$ cat config.mk
export PLATFORM = sky130hd
export DESIGN_NAME = cdc_src_clear_seq
export DESIGN_NICKNAME = d
export VERILOG_FILES = /design/src/rtl/cdc_src_clear_seq_pkg.sv /design/src/rtl/cdc_src_clear_seq_buf.sv /design/src/rtl/cdc_src_clear_seq.sv
export SDC_FILE = /design/constraint.sdc
export NUM_CORES = 1
export LEC_CHECK = 0
export CORE_AREA = 2 2 39 41
export CTS_CLUSTER_DIAMETER = 50
export DETAILED_ROUTE_END_ITERATION = 6
export DIE_AREA = 0 0 41 43
export DONT_BUFFER_PORTS = 1
export PLACE_DENSITY = 0.65
export SLEW_MARGIN = 20
export SYNTH_ARGS = -nofsm -noshare
export SYNTH_HDL_FRONTEND = slang
export SYNTH_HIERARCHICAL = 1
export SYNTH_SLANG_ARGS = --single-unit
$ cat constraint.sdc
create_clock -name clk_i -period 2.4 [get_ports clk_i]
set_input_delay 0.24 -clock clk_i [delete_from_list [all_inputs] [get_ports clk_i]]
set_output_delay 0.24 -clock clk_i [all_outputs]
set_load 0.02 [all_outputs]
$ cat src/rtl/cdc_src_clear_seq_pkg.sv
// Shared types for the CDC source-side clear sequencer.
//   state_e    : sequencer FSM states (3-bit encoding)
//   DROP_CNT_W : width of the optional drop statistics counter
package cdc_src_clear_seq_pkg;

  localparam int unsigned DROP_CNT_W = 16;

  typedef enum logic [2:0] {
    ST_IDLE     = 3'd0,
    ST_REMOTE   = 3'd1,
    ST_DRAIN    = 3'd2,
    ST_CLEAR    = 3'd3,
    ST_WAIT_SET = 3'd4,
    ST_WAIT_CLR = 3'd5
  } state_e;

endpackage

$ cat src/rtl/cdc_src_clear_seq_buf.sv
// One-entry valid/ready register stage with enables and flush.
// There is no combinational data path from input to output, so an accepted
// item appears on the output one cycle later. Push and pop may happen in
// the same cycle, giving 1 item/cycle throughput.
// Ports:
//   clk_i, rst_ni       clock, async active-low reset
//   in_en_i             allow accepting new items
//   out_en_i            allow presenting/popping the stored item
//   flush_i             discard the stored item (wins over push/pop)
//   data_i/valid_i/ready_o   upstream stream
//   data_o/valid_o/ready_i   downstream stream
//   full_o              entry occupied
module cdc_src_clear_seq_buf #(
  parameter type T = logic
) (
  input  logic clk_i,
  input  logic rst_ni,
  input  logic in_en_i,
  input  logic out_en_i,
  input  logic flush_i,
  input  T     data_i,
  input  logic valid_i,
  output logic ready_o,
  output T     data_o,
  output logic valid_o,
  input  logic ready_i,
  output logic full_o
);

  logic full_q;
  T     data_q;
  logic push, pop;

  assign pop     = full_q & out_en_i & ready_i;
  assign ready_o = in_en_i & (~full_q | pop);
  assign push    = valid_i & ready_o;
  assign valid_o = full_q & out_en_i;
  assign data_o  = data_q;
  assign full_o  = full_q;

  always_ff @(posedge clk_i or negedge rst_ni) begin
    if (!rst_ni)      full_q <= 1'b0;
    else if (flush_i) full_q <= 1'b0;
    else if (push)    full_q <= 1'b1;
    else if (pop)     full_q <= 1'b0;
  end

  // Payload register carries no reset; full_q qualifies it.
  always_ff @(posedge clk_i) begin
    if (push) data_q <= data_i;
  end

endmodule

$ cat src/rtl/cdc_src_clear_seq.sv
// Source-domain clear sequencer sitting directly upstream of a clearable
// 2-phase CDC source port. Forwards a valid/ready stream through a one-entry
// register and turns software clear requests into: drain (or flush on
// timeout), one-cycle clear pulse, wait for clear-pending to rise and fall,
// done pulse. A remote clear (pending seen in IDLE) parks the stream until
// pending falls.
// Optional feature macro: CDC_SRC_CLEAR_SEQ_STATS_EN adds drop_cnt_o, a
// saturating 16-bit count of drop_o pulses, reset only by rst_ni.
// Ports:
//   clk_i, rst_ni            clock, async active-low reset
//   clr_req_i                clear request pulse
//   clr_done_o               clear sequence finished pulse
//   busy_o                   sequencer not idle
//   drop_o                   buffered item discarded
//   data_i/valid_i/ready_o   upstream stream
//   cdc_data_o/cdc_valid_o/cdc_ready_i   stream to the CDC
//   cdc_clear_o              clear to the CDC
//   cdc_clear_pending_i      clear pending from the CDC
//   drop_cnt_o               (stats build only) drop counter
module cdc_src_clear_seq
  import cdc_src_clear_seq_pkg::*;
#(
  parameter type         T             = logic,
  parameter int unsigned DRAIN_TIMEOUT = 16
) (
  input  logic clk_i,
  input  logic rst_ni,
  input  logic clr_req_i,
  output logic clr_done_o,
  output logic busy_o,
  output logic drop_o,
  input  T     data_i,
  input  logic valid_i,
  output logic ready_o,
  output T     cdc_data_o,
  output logic cdc_valid_o,
  input  logic cdc_ready_i,
  output logic cdc_clear_o,
  input  logic cdc_clear_pending_i
`ifdef CDC_SRC_CLEAR_SEQ_STATS_EN
  ,
  output logic [DROP_CNT_W-1:0] drop_cnt_o
`endif
);

  localparam int unsigned          CNT_W    = $clog2(DRAIN_TIMEOUT + 1);
  localparam logic [CNT_W-1:0]     CNT_LAST = CNT_W'(DRAIN_TIMEOUT - 1);

  state_e           state_q, state_d;
  logic             req_q, req_d;
  logic [CNT_W-1:0] cnt_q, cnt_d;
  logic             buf_en, out_en, flush, full;
  logic             pend;

  assign pend = cdc_clear_pending_i;

  cdc_src_clear_seq_buf #(.T(T)) u_buf (
    .clk_i    (clk_i),
    .rst_ni   (rst_ni),
    .in_en_i  (buf_en),
    .out_en_i (out_en),
    .flush_i  (flush),
    .data_i   (data_i),
    .valid_i  (valid_i),
    .ready_o  (ready_o),
    .data_o   (cdc_data_o),
    .valid_o  (cdc_valid_o),
    .ready_i  (cdc_ready_i),
    .full_o   (full)
  );

  // State, request latch and drain counter registers.
  always_ff @(posedge clk_i or negedge rst_ni) begin
    if (!rst_ni) begin
      state_q <= ST_IDLE;
      req_q   <= 1'b0;
      cnt_q   <= '0;
    end else begin
      state_q <= state_d;
      req_q   <= req_d;
      cnt_q   <= cnt_d;
    end
  end

  // Next state.
  always_comb begin
    state_d = state_q;
    case (state_q)
      ST_IDLE: begin
        // Remote clear beats a same-cycle local request.
        if (pend)                    state_d = ST_REMOTE;
        else if (req_q || clr_req_i) state_d = ST_DRAIN;
      end
      ST_REMOTE:   if (!pend) state_d = ST_IDLE;
      ST_DRAIN: begin
        // A remote clear arriving mid-drain serves our request too.
        if (pend)                         state_d = ST_WAIT_CLR;
        else if (!full || cdc_ready_i)    state_d = ST_CLEAR;
        else if (cnt_q == CNT_LAST)       state_d = ST_CLEAR;
      end
      ST_CLEAR:    state_d = ST_WAIT_SET;
      ST_WAIT_SET: if (pend)  state_d = ST_WAIT_CLR;
      ST_WAIT_CLR: if (!pend) state_d = ST_IDLE;
      default:     state_d = ST_IDLE;
    endcase
  end

  // Outputs and datapath controls.
  always_comb begin
    buf_en      = 1'b0;
    out_en      = 1'b0;
    flush       = 1'b0;
    drop_o      = 1'b0;
    cdc_clear_o = 1'b0;
    clr_done_o  = 1'b0;
    case (state_q)
      ST_IDLE: begin
        // Park the stream in the same cycle pending is first seen.
        buf_en = ~pend;
        out_en = ~pend;
      end
      ST_DRAIN: begin
        out_en = 1'b1;
        if (pend) begin
          flush  = 1'b1;
          drop_o = full & ~cdc_ready_i;
        end else if (full && !cdc_ready_i && cnt_q == CNT_LAST) begin
          flush  = 1'b1;
          drop_o = 1'b1;
        end
      end
      // Never clear on top of a pending clear; a remote clear racing in
      // here is simply followed through WAIT_SET/WAIT_CLR.
      ST_CLEAR:    cdc_clear_o = ~pend;
      ST_WAIT_CLR: clr_done_o  = ~pend;
      default: ;
    endcase
  end

  // Any exit from DRAIN services the latched request; a new request in the
  // same cycle still wins and is queued for the next sequence.
  always_comb begin
    req_d = clr_req_i |
            (req_q & ~((state_q == ST_DRAIN) && (state_d != ST_DRAIN)));
    cnt_d = '0;
    if (state_q == ST_DRAIN && state_d == ST_DRAIN && cnt_q != CNT_LAST)
      cnt_d = cnt_q + CNT_W'(1);
  end

  assign busy_o = (state_q != ST_IDLE);

`ifdef CDC_SRC_CLEAR_SEQ_STATS_EN
  logic [DROP_CNT_W-1:0] drop_cnt_q;
  always_ff @(posedge clk_i or negedge rst_ni) begin
    if (!rst_ni)                         drop_cnt_q <= '0;
    else if (drop_o && drop_cnt_q != '1) drop_cnt_q <= drop_cnt_q + 1'b1;
  end
  assign drop_cnt_o = drop_cnt_q;
`endif

endmodule

## Yosys cells after proc, flatten, opt, wreduce, memory -nomap -nowiden

Cells that the tools add are included.

- Bits in registers: 11
- Word-level logic and storage cells: 61

- Add/sub/neg operators: 1
- Equality and inequality tests: 9
- Muxes and demuxes: 21
- Bitwise logic cells: 12
- Reductions and logical operators: 13

Operators by type and width:

| kind | count |
|---|---|
| $mux 3 | 7 |
| $pmux 3 s5 | 1 |
| $mux 1 | 11 |
| $eq 3x2->1 const B | 3 |
| $and 1x1->1 | 6 |
| $eq 3x3->1 const B | 2 |
| $reduce_bool 3->1 | 2 |
| $add 5x1->5 const B | 1 |
| $eq 5x4->1 const B | 1 |
| $logic_and 1x1->1 | 5 |
| $mux 5 | 1 |
| $ne 5x4->1 const B | 1 |
| $not 1->1 | 4 |
| $eq 3x1->1 const B | 1 |
| $logic_not 3->1 | 1 |
| $ne 3x2->1 const B | 1 |
| $logic_not 1->1 | 2 |
| $logic_or 1x1->1 | 2 |
| $or 1x1->1 | 2 |
| $pmux 1 s2 | 1 |
| $reduce_or 2->1 | 1 |

## Logic depth before layout (Yosys ltp)

- Depth after elaboration: 10
- Gate-level depth with buffers: 6
- Gate-level depth less buffers: 6

## Modules after synthesis

The synthesis kept the hierarchy.

By module, submodules not included:

| module | instances | cells each | area an instance (um^2) |
|---|---|---|---|
| cdc_src_clear_seq | 1 | 51 | 525.5 |
| cdc_src_clear_seq_buf | 1 | 8 | 92.6 |

## Worst setup path before layout

No wires, ideal clock.

- Kind: register -> register
- Start: register cnt_q[0]
- End: register cnt_q[2]
- Setup time: 0.073 ns
- Arrival time: 1.553 ns
- Path slack: 0.775 ns
- Stages on the path, launching flop included: 7
- Buffers on the path: 0
- Path through: dfrtp_1 ha_1 and3_1 ha_1 nor4b_4 nand3_1 nor2_1

- Longest elaborated chain between the ends: 9
- Elaborated cells on any way between the ends: 11

RTL lines:

| what | line | text |
|---|---|---|
| start, declared | cdc_src_clear_seq.sv:51 | `logic [CNT_W-1:0] cnt_q, cnt_d;` |
| start signal, assigned | cdc_src_clear_seq.sv:81 | `cnt_q <= cnt_d;` |
| $eq 5x4->1 | cdc_src_clear_seq.sv:99 | `else if (cnt_q == CNT_LAST) state_d = ST_CLEAR;` |
| $mux 3 | cdc_src_clear_seq.sv:99 |  |
| $mux 3 | cdc_src_clear_seq.sv:98 | `else if (!full \|\| cdc_ready_i) state_d = ST_CLEAR;` |
| $mux 3 | cdc_src_clear_seq.sv:97 | `if (pend) state_d = ST_WAIT_CLR;` |
| $pmux 3 s5 | cdc_src_clear_seq.sv:88 | `case (state_q)` |
| $eq 3x2->1 | cdc_src_clear_seq.sv:146 | `if (state_q == ST_DRAIN && state_d == ST_DRAIN && cnt_q != CNT_LAST)` |
| $logic_and 1x1->1 (2 in a row) | cdc_src_clear_seq.sv:146 |  |
| $mux 5 * | cdc_src_clear_seq.sv:146 |  |
| via cnt_d[2] | cdc_src_clear_seq.sv:51 |  |

The timed path passes the listed nets; every way through them passes the cells marked *.
A chain may end at the register's enable or synchronous reset.

## Worst setup path in the final report

- Start: register cnt_q[0]
- End: output port drop_o

- Longest elaborated chain between the ends: 5

RTL lines:

| what | line | text |
|---|---|---|
| $eq 5x4->1 | cdc_src_clear_seq.sv:127 | `end else if (full && !cdc_ready_i && cnt_q == CNT_LAST) begin` |
| $logic_and 1x1->1 | cdc_src_clear_seq.sv:127 |  |
| $mux 1 | cdc_src_clear_seq.sv:127 |  |
| $mux 1 | cdc_src_clear_seq.sv:124 | `if (pend) begin` |
| $mux 1 | cdc_src_clear_seq.sv:116 | `case (state_q)` |
| end, declared | cdc_src_clear_seq.sv:31 | `output logic drop_o,` |

No other way between the ends.

==> impl_results.md <==
- Worst Setup Path Type: flip-flop to output port
- Floorplan core area: 1380 um^2
- Peak supply drop: 0.000423 V
- Total die area: 1760 um^2
- DP HPWL: 726 um
- Final wirelength: 990 um
- Post-synthesis cell count: 59
- # rows: 14
- Crit path DAT: 1.72 ns
- Mapped Area: 618 um^2
- CTS Sinks: 11
- Final net count: 70
- TritonCTS clock tree: yes
- Seq/Total Area, Yosys: 45.3%
- WL/cell: 13.0 um
- Global Route Usage Sum: 14.0%
- Clk_lat worst skew: 0.26 ns
- Die span in x: 41 um
- Max-slew violations: 0
- Status: finished clean
- Pwr/cell area: 867 nW/um^2
- Worst slew margin relative to its limit: 58.5%
- Critical path endpoint category: output port
- Ports: 14
- TNS Setup: 0 ns
- Pin count of the biggest net entering global routing: 11
- FF+latch area: 280 um^2
- Die Ht: 43 um
- Pre-antenna DRT Iters: 2
- Diodes inserted: 0
- Initial Util: 44.7%
- I/O Buffers: 0
- Gp weighted congestion: 0.773
- Syn Area/Cell: 10.5 um^2
- Final hold vios: 0
- Post-synth cell types: 26
- Iter 0 DRT Violations: 1
- Routed vias: 402
- Filler cell count: 132
- Post_cts resized: 0
- Skew final: 0.00404 ns
- Worst-path fanout max: 3
- Worst Tran Pin Value: 0.618 ns
- Multi-input gate area: 292 um^2
- Clock slew at reported path FFs: 0.07 ns
- CTS buffer count: 3
- Fin crit share: 81.8%
- Most frequent cells in the layout: nor2_1, dfrtp_1, inv_1, and2_1, clkbuf_4
- Placed instance area: 603 um^2
- CTS H-tree lvls: 1
- YS warnings: 6
- Worst Path Required: 2.16 ns
- ANT nets after route: 0
- First-pass GRT wire length: 1580 um
- Final instance area: 639 um^2
- Synth-to-layout area growth: 3.44%
- DRC viols: 0
- Layout cells sized above 1: 15.0%
- RSZ-0062 raised after global routing: false
- Min-Delay Path Class: primary input to flip-flop
- Post-CTS setup buffer count: 0
- Initial antenna violation count: 0
- Clk buf depth: 2
- Root Buffer: clkbuf_4
- Leak: 0.269 nW
- Remaining global-route overflow: 0
- Setup violators final: 0
- Fmax: 0.509 GHz
- Minimum clock period: 1.96 ns
- Startpoint Class: flip-flop
- MaxCap Viol Count: 0
- Vias in the first global route: 383
- Vias per cell: 5.29
- Seq cells post-synth: 11
- Syn_nets: 68
==> cell families (layout without fill, tap and decap cells) <==
kind of cell | Yosys count | in the layout | synth area share (%)
compound gates | 5 | 5 | 5.06
xor+xnor | 4 | 4 | 5.67
flops | 11 | 11 | 45.3
buf+inv | 7 | 8 | 7.49
fa+ha+maj | 2 | 2 | 4.05
simple gates | 30 | 30 | 32.4
==> registers in the layout (all words and copies together), names as in the netlist <==
signal	cells
cnt_q	5
state_q	3
req_q	1
u_buf/data_o	1
u_buf/full_o	1
==> synth_stat cells <==
cell type	count	area share [%]
dfrtp_1	10	40
or3b_4	1	1.8
nand2_1	2	1.2
edfxtp_1	1	4.9
a21oi_1	2	1.6
or3_2	1	1.2
ha_1	2	4.0
nor2b_1	1	1.0
inv_1	3	1.8
nor3_1	2	1.6
nor4_1	2	2.0
and4bb_2	1	2.0
clkbuf_2	1	0.81
a21bo_2	1	1.6
nor2_1	10	6.1
and3_1	1	1.0
and2_1	3	3.0
nand2b_1	2	2.0
buf_6	2	3.6
a31oi_1	1	1.0
nand3_1	2	1.6
xnor2_1	2	2.8
nor4b_4	2	7.7
o21ai_1	1	0.81
buf_4	1	1.2
xor2_1	2	2.8
==> worst max-delay path, cell delays in order (launching register included) <==
cell and delay, ns:
dfrtp_1 0.37, ha_1 0.19, and3_1 0.17, ha_1 0.24
nor2_1 0.09, nor4b_4 0.40
==> cell type report <==
type | instances | share of cell area, %
Inverter | 3 | 1.76
Timing Repair Buffer | 1 | 1.57
Clock buffer | 4 | 4.11
Tap cell | 16 | 3.13
Multi-Input combinational cell | 41 | 45.6
Sequential cell | 11 | 43.8
==> metrics by stage <==
stage	hold slack (ns)	total power, mW	cells	utilization (%)	setup WS (ns)
after floorplan	-0.0556	0.430	59	-	0.775
after global placement	-0.0554	0.422	71	43.6	0.647
after detailed placement	-0.0553	0.427	71	43.6	0.599
after CTS	0.0341	0.558	76	46.2	0.418
after global routing	0.0306	0.596	76	46.2	0.316
final	0.0406	0.555	76	46.2	0.437
==> power breakdown <==
group / leakage, nW / internal, mW / switching (mW)
combinational: 0.115 / 0.0778 / 0.0811
clock: 0.0150 / 0.0642 / 0.0615
sequential: 0.139 / 0.217 / 0.0525
total: 0.269 / 0.359 / 0.195
==> final timing paths <==
check / start / end / slack, ns / depth (start not counted)
min in group asynchronous: rst_ni / cnt_q[1] / 0.36 / 1
worst min register to register: cnt_q[0] / cnt_q[0] / 0.46 / 1
worst max register to register: cnt_q[0] / cnt_q[3] / 0.60 / 6
max in group asynchronous: rst_ni / state_q[2] / 1.73 / 1
worst min-delay path: cdc_clear_pending_i / state_q[1] / 0.04 / 1
worst max-delay path: cnt_q[0] / drop_o / 0.44 / 5
==> repair_timing <==
item                       CTS  global route
setup endpoints to repair    0             0
hold endpoints to repair    10             0
hold buffers                 1             0
==> layer usage <==
metal	vias to the layer above	wire (um)	GRT usage, %
li1	203	-	-
met1	184	456	16.2
met2	11	441	20.3
met3	4	58	3.14
met4	0	33	12.0
met5	-	0	0
Note: power is estimated with default switching activity, not from simulation.
